[config.mk]
export PLATFORM = sky130hd
export DESIGN_NAME = dds_sweep_controller
export DESIGN_NICKNAME = d
export VERILOG_FILES = /design/src/rtl/dds_sweep_controller.sv
export SDC_FILE = /design/constraint.sdc
export NUM_CORES = 1
export LEC_CHECK = 0
export BUFFER_PORTS_ARGS = -buffer_cell sky130_fd_sc_hd__buf_4
export CORE_MARGIN = 1
export CORE_UTILIZATION = 51
export CTS_CLUSTER_DIAMETER = 200
export DETAILED_ROUTE_END_ITERATION = 8
export PLACE_DENSITY = 0.87
export SLEW_MARGIN = 20
export SYNTH_ARGS = -nofsm -noshare
export SYNTH_HDL_FRONTEND = slang
export SYNTH_SLANG_ARGS = --single-unit
[constraint.sdc]
create_clock -name clk -period 9.83 [get_ports clk]
set_input_delay 0.983 -clock clk [delete_from_list [all_inputs] [get_ports clk]]
set_output_delay 0.983 -clock clk [all_outputs]
set_load 0.02 [all_outputs]
[src/rtl/dds_sweep_controller.sv]
// DDS command decoder: timed 128-bit commands drive the RFDC DDS register set,
// with an autonomous linear freq/amp sweep engine. One instance per DDS channel.
module dds_sweep_controller #(
    parameter int FREQ_WIDTH  = 48,
    parameter int AMP_WIDTH   = 14,
    parameter int PHASE_WIDTH = 14,
    parameter int TS_WIDTH    = 64
) (
    input  logic                   clk,
    input  logic                   reset,
    input  logic                   cmd_valid,
    output logic                   cmd_ready,
    input  logic [127:0]           cmd_data,
    input  logic                   sweep_abort,
    output logic [FREQ_WIDTH-1:0]  freq,
    output logic [AMP_WIDTH-1:0]   amp,
    output logic [PHASE_WIDTH-1:0] phase,
    output logic [AMP_WIDTH-1:0]   amp_offset,
    output logic [TS_WIDTH-1:0]    time_offset,
    output logic [TS_WIDTH-1:0]    timestamp,
    output logic                   sync_en,
    output logic                   sweep_active,
    output logic                   sweep_done,
    output logic                   cmd_error
);

    localparam logic [3:0] OP_FREQ_HI   = 4'b0000;
    localparam logic [3:0] OP_FREQ_SYNC = 4'b0001;
    localparam logic [3:0] OP_FREQ_STEP = 4'b0010;
    localparam logic [3:0] OP_SWEEP     = 4'b0011;
    localparam logic [3:0] OP_TIME_OFS  = 4'b0100;
    localparam logic [3:0] OP_AMP_OFS   = 4'b0101;
    localparam logic [3:0] OP_AMP_STEP  = 4'b0110;
    localparam logic [3:0] OP_RESERVED  = 4'b0111;

    localparam int TOFS_W = (TS_WIDTH < 60) ? TS_WIDTH : 60;

    typedef enum logic {IDLE, SWEEP} state_t;

    state_t                  state, state_next;
    logic                    live;
    logic                    accept;
    logic                    do_step;
    logic [3:0]              opcode;
    logic [59:0]             payload;

    logic [FREQ_WIDTH-1:0]   freq_step;
    logic signed [AMP_WIDTH:0] amp_step;
    logic [31:0]             sweep_cnt;
    logic [15:0]             dwell;
    logic [15:0]             dwell_cnt;

    int                      win_lsb;
    logic [FREQ_WIDTH-1:0]   win_mask;
    logic [FREQ_WIDTH-1:0]   freq_win;
    logic signed [AMP_WIDTH+1:0] amp_sum;
    logic [AMP_WIDTH-1:0]    amp_stepped;

    assign opcode  = cmd_data[63:60];
    assign payload = cmd_data[59:0];

    // live keeps cmd_ready low until the first edge after reset is released.
    always_ff @(posedge clk or posedge reset) begin
        if (reset) begin
            state <= IDLE;
            live  <= 1'b0;
        end else begin
            // NOTE: sequential state uses non-blocking assignments so every flop
            // samples pre-edge values regardless of process evaluation order.
            state <= state_next;
            live  <= 1'b1;
        end
    end

    always_comb begin
        // NOTE: default assignment first so no path leaves state_next unassigned
        // (otherwise a latch is inferred).
        state_next = state;
        case (state)
            IDLE: begin
                if (accept && opcode == OP_SWEEP && payload[31:0] != 32'd0)
                    state_next = SWEEP;
            end
            SWEEP: begin
                if (sweep_abort)
                    state_next = IDLE;
                else if (dwell_cnt == 16'd0 && sweep_cnt == 32'd1)
                    state_next = IDLE;
            end
            default: state_next = IDLE;
        endcase
    end

    always_comb begin
        cmd_ready    = live && (state == IDLE);
        sweep_active = (state == SWEEP);
        accept       = cmd_valid && cmd_ready;
        // Abort takes priority over a step due on the same edge.
        do_step      = (state == SWEEP) && !sweep_abort && (dwell_cnt == 16'd0);
    end

    // 32-bit freq write window: opcode 0000 hits the top bits, 1kkk starts two
    // bits lower and moves down two bits per k.
    always_comb begin
        win_lsb  = opcode[3] ? (FREQ_WIDTH - 34 - 2 * int'(opcode[2:0]))
                             : (FREQ_WIDTH - 32);
        win_mask = FREQ_WIDTH'(32'hFFFF_FFFF) << win_lsb;
        freq_win = (freq & ~win_mask) | (FREQ_WIDTH'(payload[31:0]) << win_lsb);
    end

    // Amplitude step saturates to [0, 2^AMP_WIDTH-1]; two guard bits hold sign and carry.
    always_comb begin
        amp_sum = $signed({2'b00, amp}) + $signed({amp_step[AMP_WIDTH], amp_step});
        if (amp_sum[AMP_WIDTH+1])
            amp_stepped = '0;
        else if (amp_sum[AMP_WIDTH])
            amp_stepped = '1;
        else
            amp_stepped = amp_sum[AMP_WIDTH-1:0];
    end

    always_ff @(posedge clk or posedge reset) begin
        if (reset) begin
            freq        <= '0;
            amp         <= '0;
            phase       <= '0;
            amp_offset  <= '0;
            time_offset <= '0;
            timestamp   <= '0;
            freq_step   <= '0;
            amp_step    <= '0;
            sweep_cnt   <= '0;
            dwell       <= '0;
            dwell_cnt   <= '0;
            sync_en     <= 1'b0;
            sweep_done  <= 1'b0;
            cmd_error   <= 1'b0;
        end else begin
            sync_en    <= 1'b0;
            sweep_done <= 1'b0;
            cmd_error  <= 1'b0;
            if (accept) begin
                timestamp <= cmd_data[64 +: TS_WIDTH];
                case (opcode) inside
                    OP_FREQ_HI, 4'b1???: begin
                        freq  <= freq_win;
                        phase <= payload[32 +: PHASE_WIDTH];
                        amp   <= payload[46 +: AMP_WIDTH];
                    end
                    OP_FREQ_SYNC: begin
                        freq    <= FREQ_WIDTH'(payload[47:0]);
                        sync_en <= 1'b1;
                    end
                    OP_FREQ_STEP: freq_step <= FREQ_WIDTH'($signed(payload[47:0]));
                    OP_SWEEP: begin
                        sweep_cnt <= payload[31:0];
                        dwell     <= payload[47:32];
                        dwell_cnt <= payload[47:32];
                        // A zero-length sweep completes immediately without stepping.
                        if (payload[31:0] == 32'd0)
                            sweep_done <= 1'b1;
                    end
                    OP_TIME_OFS: time_offset[TOFS_W-1:0] <= payload[TOFS_W-1:0];
                    OP_AMP_OFS:  amp_offset <= payload[AMP_WIDTH-1:0];
                    OP_AMP_STEP: amp_step   <= payload[AMP_WIDTH:0];
                    OP_RESERVED: cmd_error  <= 1'b1;
                    default: ;
                endcase
            end else if (do_step) begin
                freq      <= freq + freq_step;
                amp       <= amp_stepped;
                sweep_cnt <= sweep_cnt - 32'd1;
                dwell_cnt <= dwell;
                if (sweep_cnt == 32'd1)
                    sweep_done <= 1'b1;
            end else if (state == SWEEP && !sweep_abort) begin
                dwell_cnt <= dwell_cnt - 16'd1;
            end
        end
    end

endmodule
==> metrics.md, run 1 <==
| Metric | Value |
|---|---|
| Row count | slightly above 70 |
| Iter 0 DRT Violations | 1835 |
| Setup_tns | 0 ns |
| Power Density | between 200 and 250 nW/um^2 |
| Initial antenna violation count | 0 |
| Crit end category | register |
| Worst Slack Setup Final | between 5 and 6 ns |
| Initial core utilization | about 52% |
| CTS sink cnt | approximately 350 |
| Hold WC Path Type | primary input to asynchronous set/reset pin |
| Synth Area per Inst | around 9.0 um^2 |
| Clk network pwr share | roughly 27% |
| Mux cell area share after synthesis | 11.79% |
| CTS tree | built |
| First-pass GRT wire length | approximately 98000 um |
| Hold_buf cts | 0 |
| Most frequent cell after synthesis | nand2_1 |
| Share of layout cells above drive strength 1 | about a quarter |
| Vias | 18583 |
| Main flop type after synthesis | dfrtp_1 |
| Synth cell count leaders | 464 x nand2_1, 346 x dfrtp_1, 168 x o21ai_0 |
| R2R setup slack | just under 6 ns |
| Max Fanout on Critical Path | 5 |
| I/O pins | 355 |
| Int Pwr | between 3 and 4 mW |
| Inserted Clock Buffers | 39 |
| Setup WS pre-CTS | a little under 6 ns |
| Distinct cells, synth | between 70 and 80 |
| Nets | ~2700 |
| Final Hold Vio Count | 0 |
| CP Cell Sequence | ha_1 -> inv_1 -> fa_1 -> nand2b_1 -> a21oi_1 -> nor4_1 -> o21ai_1 -> a21oi_2 -> nor4_2 -> o311ai_2 -> o21ai_0 -> or3_1 -> nand3_1 |
| Largest net degree at the start of global routing | approximately 160 |
| Crit path kind | register to register |
| Critical path's slowest cell | nor4_2 |
| Chip width | approximately 200 um |
| Compound-Gate Fraction of Synth Area | roughly 17% |
| ANT nets after route | 0 |
| Min Hold Slack | between 0.4 and 0.5 ns |
| Worst Skew | 0.01282 ns |
| Status | finished, violations left |
| CTS HTree Levels | 2 |
| Post-Synth XOR/XNOR Area | under 10% |
| WP data arrival | 4.32 ns |
| Number of diodes | 0 |
| Clock Tree Root | clkbuf_16 |
| Mapped Cells | 2200 |
| Layout Cells excl Fill | 3008 |
| Minimum clock period | a little under 4 ns |
| Synth area leader | dfrtp_1 |
| P_leak | ~12 nW |
| MaxCap Viol Count | 0 |
| Kind of cell adding the most delay to the critical path | compound AO/OA/AOI/OAI gates |
| Core Util, Final | about 64% |
| GRT Util Overall | 31.46% |
| Die height | between 150 and 200 um |
| GPL Wtd Cong | approximately 0.96 |
| Synth warn | 4 |
| Buf/Inv on CP | 1 |
| Syn-to-layout area delta | 21.46% |
| Synth top area cells | dfrtp_1 44%, nand2_1 8.8%, mux2_2 7.8%, o21ai_0 4.2%, ha_1 4.1% |
| Seq pwr share | 34.8% |
| Die area | between 30000 and 40000 um^2 |
| DRT Pass-1 Iters | 8 |
| WL per Instance | 21.08 um |
| Clock slew at reported path FFs | 0.06 ns |
| Peak supply drop | 0.1232 mV |
| Largest stage delay on the critical path | approximately 0.63 ns |
| Vias in the first global route | 18206 |
| Actual slew at the worst max-slew pin | 1.017 ns |
| Worst path depth | 13 |
| Post-DP HPWL | ~43000 um |
| Simple-Gate Fraction of Synth Area | 18.08% |
| Psw | 2.099 mW |
| Synthesized area | just under 20000 um^2 |
| Critical R2R Launch | freq[0]$_DFFE_PP0P_ |
| Number of synthesized flops with an enable pin | 0 |
| CTS Buffer Depth | 3 |
| Postcts setup bufs | 0 |
| Drt drc | 1 |
| CORE AREA | approximately 38000 um^2 |
| Port buffer count | 350 |
| Max Transition Viols Final | 0 |
| WL final | roughly 63000 um |
| Startpoint Class | register |
| Fin crit share | ~40% |
| Slew margin rel. | 32.20% |
| Failing checks | DRC |
| Vias/cell | approximately 6.2 |
| Switch share | roughly 38% |
| R2r worst-path depth | 13 |
| Unrepaired setup endpoints after global routing | false |
| Placed Cells | about 2900 |
| Congestion Overflow GR | 0 |
| Post-synth ARST share | 100.0% |
| Synthesized-area fraction occupied by adder cells | approximately 4.3% |
| CTS resizes | 0 |
| Clock Latency Late Sink | approximately 0.56 ns |
| Logic pwr share | between 30% and 40% |
| Critical path data required time | about 10 ns |
| Worst setup path start | freq[0]$_DFFE_PP0P_ |
| Largest family of logic cells by synthesized area | simple AND/OR/NAND/NOR gates |
| Area share of the largest cell type after synthesis | 43.55% |
| Sequential fraction of the synthesis area | between 40% and 50% |
| Post-synthesis register bit count | 346 |
| Endpoints failing setup | 0 |
| Max Fclk | 0.2572 GHz |
-- cell families after synthesis --
group	after synthesis
AOI/OAI and AO/OA	539
xor gates and xnor gates	47
adders and majority gates	67
buffers and inverters	171
DFF	346
muxes	217
other	2
and+or+nand+nor	811
-- registers in the layout, summed over array words and instances (netlist names), 15 cells and up, named ones only --
name / cells
dwell_cnt: 16
time_offset: 60
freq_step: 48
timestamp: 64
dwell: 16
sweep_cnt: 32
amp_step: 15
freq: 44
-- worst register-to-register path, stage by stage (launching register included) --
cell and delay [ns]:
dfrtp_1 0.36, ha_1 0.19, inv_1 0.06, fa_1 0.39, nand2b_1 0.20, a21oi_1 0.35, nor4_1 0.15, o21ai_1 0.43
a21oi_2 0.19, nor4_2 0.63, o311ai_2 0.26, o21ai_0 0.29, or3_1 0.16, nand3_1 0.08
-- routing by layer --
metal  global-route usage [%]  vias up  wire [um]
met5                        0        -          0
met2                    50.64     1015      30310
met1                    40.30     9032      24440
met3                    5.637      219       5592
met4                    16.99        0       3067
li1                         -     8317          -
-- how the worst min path moves through the flow --
stage | slack [ns] | from | to | cells after the start
2_1_floorplan | 0.44 | dwell[15]$_DFFE_PP0P_ | dwell[15]$_DFFE_PP0P_ | 2
3_3_place_gp | 0.46 | timestamp[1]$_DFFE_PP0P_ | timestamp[1]$_DFFE_PP0P_ | 2
3_5_place_dp | 0.46 | timestamp[29]$_DFFE_PP0P_ | timestamp[29]$_DFFE_PP0P_ | 2
4_1_cts | 0.48 | timestamp[38]$_DFFE_PP0P_ | timestamp[38]$_DFFE_PP0P_ | 2
5_1_grt | 0.47 | reset | amp_offset[0]$_DFFE_PP0P_ | 2
6_report | 0.44 | reset | amp_offset[5]$_DFFE_PP0P_ | 2
-- area by class of cell --
cell class	instances	area, um^2
repair buffers	372	2825
clock inverters	16	237.7
inverters	25	97.59
well taps	511	639.4
fillers	3081	13880
flip-flops and latches	346	8658
multi-input cells	1686	10620
clock buffers	52	1066
-- stage by stage --
stage	instance area (um^2)	power [mW]
final	24150	5.588
after global routing	24150	5.863
after CTS	24110	5.578
after detailed placement	22800	4.038
after global placement	22800	3.949
after floorplan	19890	3.301
-- power by group through the flow --
| stage | clock network, mW | logic, mW | registers (mW) |
|---|---|---|---|
| after floorplan | 0 | 1.18 | 2.12 |
| after global placement | 0 | 2.00 | 1.95 |
| final | 1.51 | 2.13 | 1.95 |
| after global routing | 1.57 | 2.31 | 1.98 |
| after CTS | 1.53 | 2.10 | 1.94 |
| after detailed placement | 0 | 2.08 | 1.96 |
-- cell usage in the layout (no fill, tap or decap), types with 10 or more instances in the layout --
master,n
nor2b_1,12
clkbuf_1,10
and3_1,25
nand2_1,463
mux2_2,137
buf_4,368
a32oi_1,10
inv_1,24
mux2i_1,80
nand2b_1,19
o211ai_1,17
nor4_1,14
a21oi_1,145
a22o_1,12
xor2_1,21
dfrtp_1,346
nand3_1,33
a21o_1,26
a211oi_1,20
ha_1,65
o21a_1,15
nor3_1,35
or3_1,14
a31oi_1,22
o21bai_1,13
xnor2_1,25
o21ai_0,168
nor2_1,140
a221oi_1,12
o22ai_1,12
clkbuf_16,40
No activity file was read; power rests on OpenSTA's default activity.
==> run 2: changes to the inputs <==
==> constraint.sdc (replaced) <==
create_clock -name clk -period 3.1 [get_ports clk]
set_input_delay 0.31 -clock clk [delete_from_list [all_inputs] [get_ports clk]]
set_output_delay 0.31 -clock clk [all_outputs]
set_load 0.02 [all_outputs]
==> run 2 against run 1 <==
  * The flow finishes with violations (setup timing)
  * Sequential power grew to 3.1 times the previous value
  * Die area stayed put
  * Utilization grew 4.8 points
  * First-iteration DRC count down 2.6%
  * Worst setup slack got worse by 6.0 ns
  * Largest power group unchanged
  * Sequential share of layout area shrank 2.5 points
  * Combinational power grew to 3.6 times the previous value
==> metrics.md, run 2 (same netlist as run 1, synthesis figures left out) <==
| Metric | Value |
|---|---|
| Status | finished, violations left |
| Failing checks | setup timing |
| Actual slew at the worst max-slew pin | 1.125 ns (+0.1084 ns) |
| Vias | 19471 (+4.8%) |
| CTS HTree Levels | 2 (unchanged) |
| Logic pwr share | 42.0% (+3.9 points) |
| Fin crit share | 101.2% (+62 points) |
| Clk network pwr share | 25.0% (-2.0 points) |
| Chip width | 199.4 um (unchanged) |
| GPL Wtd Cong | 0.9654 (+0.75%) |
| CTS Buffer Depth | 3 (unchanged) |
| DRT Pass-1 Iters | 6 (-2) |
| Multi-input gate area | 10950 um^2 (+3.1%) |
| Crit path kind | register to register |
| Initial antenna violation count | 3 (+3) |
| Number of fillers in the final layout | 2799 (-9.2%) |
| MaxCap Viol Count | 0 (unchanged) |
| Crit end category | register |
| FF/Latch Area | 8660 um^2 (about the same) |
| Hold WC Path Type | primary input to register |
| Flip-flop count of the largest register after layout | 64 (unchanged) |
| Max Fanout on Critical Path | 6 (+1) |
| Most frequent cells in the layout | 463 x nand2_1, 454 x buf_4, 345 x dfrtp_1 |
| Initial core utilization | 52.28% (unchanged) |
| Nets | 2839 (+6.4%) |
| Int Pwr | 11.49 mW (+230%) |
| P_leak | 12.71 nW (+7.1%) |
| Die height | 199.4 um (unchanged) |
| WP data arrival | 3.63 ns (-0.69 ns) |
| CTS tree | built |
| Slew margin rel. | 24.70% (-7.5 points) |
| Share of layout cells above drive strength 1 | 27.96% (+3.7 points) |
| Drt drc | 0 (-1) |
| Worst setup path start | amp[0]$_DFFE_PP0P_ |
| Endpoints failing setup | 1 (+1) |
| Clock Latency Late Sink | 0.59 ns (+0.03 ns) |
| Top Registers | timestamp (64), time_offset (60), freq_step (48) |
| Critical path data required time | 3.60 ns (-6.66 ns) |
| Largest net degree at the start of global routing | 84 (-46%) |
| Port buffer count | 350 (unchanged) |
| Vias/cell | 6.123 (-0.89%) |
| Worst Slack Setup Final | -0.03640 ns (-5.978 ns) |
| Commonest non-fill, non-tap cell in the layout | nand2_1 |
| Clock Tree Root | clkbuf_16 |
| CTS sink cnt | 346 (unchanged) |
| Iter 0 DRT Violations | 1788 (-2.6%) |
| Vias in the first global route | 18996 (+4.3%) |
| Final Hold Vio Count | 0 (unchanged) |
| Startpoint Class | register |
| First-pass GRT wire length | 103800 um (+6.0%) |
| ANT nets after route | 0 (unchanged) |
| Clock slew at reported path FFs | 0.07 ns (about the same) |
| Max Transition Viols Final | 0 (unchanged) |
| Layout Cells excl Fill | 3180 (+5.7%) |
| I/O pins | 355 (unchanged) |
| WL final | 68340 um (+7.8%) |
| Minimum clock period | 3.136 ns (-0.7520 ns) |
| Hold Crit Start | cmd_data[35] |
| Syn-to-layout area delta | 30.65% |
| Max Fclk | 0.3188 GHz (+24%) |
| WL per Instance | 21.49 um (+2.0%) |
| Peak supply drop | 0.4171 mV (+240%) |
| Worst Skew | 0.03485 ns (+0.02203 ns) |
| Critical R2R Launch | amp[0]$_DFFE_PP0P_ |
| Die area | 39770 um^2 (unchanged) |
| Most flops, register | timestamp |
| Inserted Clock Buffers | 39 (unchanged) |
| Seq pwr share | 33.0% (-1.8 points) |
| Setup_tns | -0.03640 ns (-0.03640 ns) |
| Power Density | 712.1 nW/um^2 (+210%) |
| Psw | 7.009 mW (+230%) |
| Post-DP HPWL | 45040 um (+5.3%) |
| CORE AREA | 38020 um^2 (unchanged) |
| Row count | 71 (unchanged) |
| Switch share | 37.89% (+0.33 points) |
| Congestion Overflow GR | 0 (unchanged) |
| Placed Cells | 3024 (+2.9%) |
| Unrepaired setup endpoints after global routing | true |
| GRT Util Overall | 33.59% (+2.1 points) |
[run 2: changes by cell type in the layout (fill, tap and decap cells not counted), moves of 4 or more]
cell           previous run  this run
a21oi_1                 145       137
a21oi_2                   4         9
buf_12                    2         8
buf_4                   368       454
dlygate4sd3_1             0        77
ha_1                     65        57
ha_2                      0         4
ha_4                      0         4
nor2_1                  140       134
nor2_4                    0         4
o21ai_0                 168       143
o21ai_1                   4        22
o21ai_2                   2         7
[run 2: metal layers]
metal  vias up  global-route usage [%]  wire (um)
li1       8656                       -          -
met1      9453                   42.67      26250
met2      1090                   54.54      32240
met3       272                   6.869       6494
met5         -                       0          0
met4         0                   16.60       3352
[run 2: area by class of cell]
type,instances,share of cell area [%]
clock buffers,57,4.254
inverters,25,0.3758
clock inverters,12,0.5203
well taps,511,2.462
repair buffers,542,16.89
flip-flops and latches,346,33.34
diodes,1,0.009635
multi-input cells,1686,42.15
[run 2: timing repair]
| action | CTS | global route |
|---|---|---|
| hold buffers | 77 | 0 |
| setup endpoints to repair | 27 | 35 |
| buffers inserted | 0 | 9 |
| cloned | 0 | 2 |
| pin swaps | 5 | 35 |
| resized for setup | 14 | 81 |
| endpoints found under the hold margin | 95 | 0 |
[run 2: worst paths after layout]
kind	endpoint	slack, ns	cells past startpoint
worst max-delay path	amp[2]$_DFFE_PP0P_	-0.04	14
worst min-delay path	dwell[3]$_DFFE_PP0P_	0.02	3
worst max register to register	amp[2]$_DFFE_PP0P_	-0.04	14
worst min register to register	timestamp[20]$_DFFE_PP0P_	0.48	2
max in group asynchronous	time_offset[56]$_DFFE_PP0P_	1.66	4
min in group asynchronous	amp_offset[8]$_DFFE_PP0P_	0.46	3
[run 2: critical path, stage by stage, from the launching register on]
cell and delay, ns:
dfrtp_1 0.38, ha_2 0.21, fa_2 0.35, a21o_1 0.21
a21oi_2 0.19, o21bai_1 0.10, a21oi_2 0.16, o21bai_1 0.10
a211o_1 0.30, a31o_2 0.25, a21oi_2 0.17, xnor2_2 0.21
clkbuf_16 0.25, nor2_1 0.06, o21ai_2 0.16
[run 2: metrics by stage]
| stage | util (%) | power, mW | area [um^2] | hold WS [ns] | worst slack [ns] |
|---|---|---|---|---|---|
| 4_1_cts | 67.36 | 17.99 | 25610 | 0.002945 | 0.007998 |
| 6_report | 68.31 | 18.50 | 25970 | 0.02473 | -0.03640 |
| 3_5_place_dp | 61.88 | 13.19 | 23530 | 0.4597 | -0.2261 |
| 5_1_grt | 68.31 | 19.40 | 25970 | 0.01297 | -0.1379 |
| 2_1_floorplan | - | 10.47 | 19900 | 0.4154 | -1.840 |
| 3_3_place_gp | 61.88 | 12.98 | 23530 | 0.4587 | -0.1712 |
[run 2: power groups by stage]
stage	clock, mW	combinational, mW	sequential, mW
5_1_grt	4.85	8.34	6.21
3_3_place_gp	0	6.91	6.07
4_1_cts	4.66	7.27	6.07
2_1_floorplan	0	3.74	6.73
6_report	4.62	7.77	6.11
3_5_place_dp	0	7.05	6.13
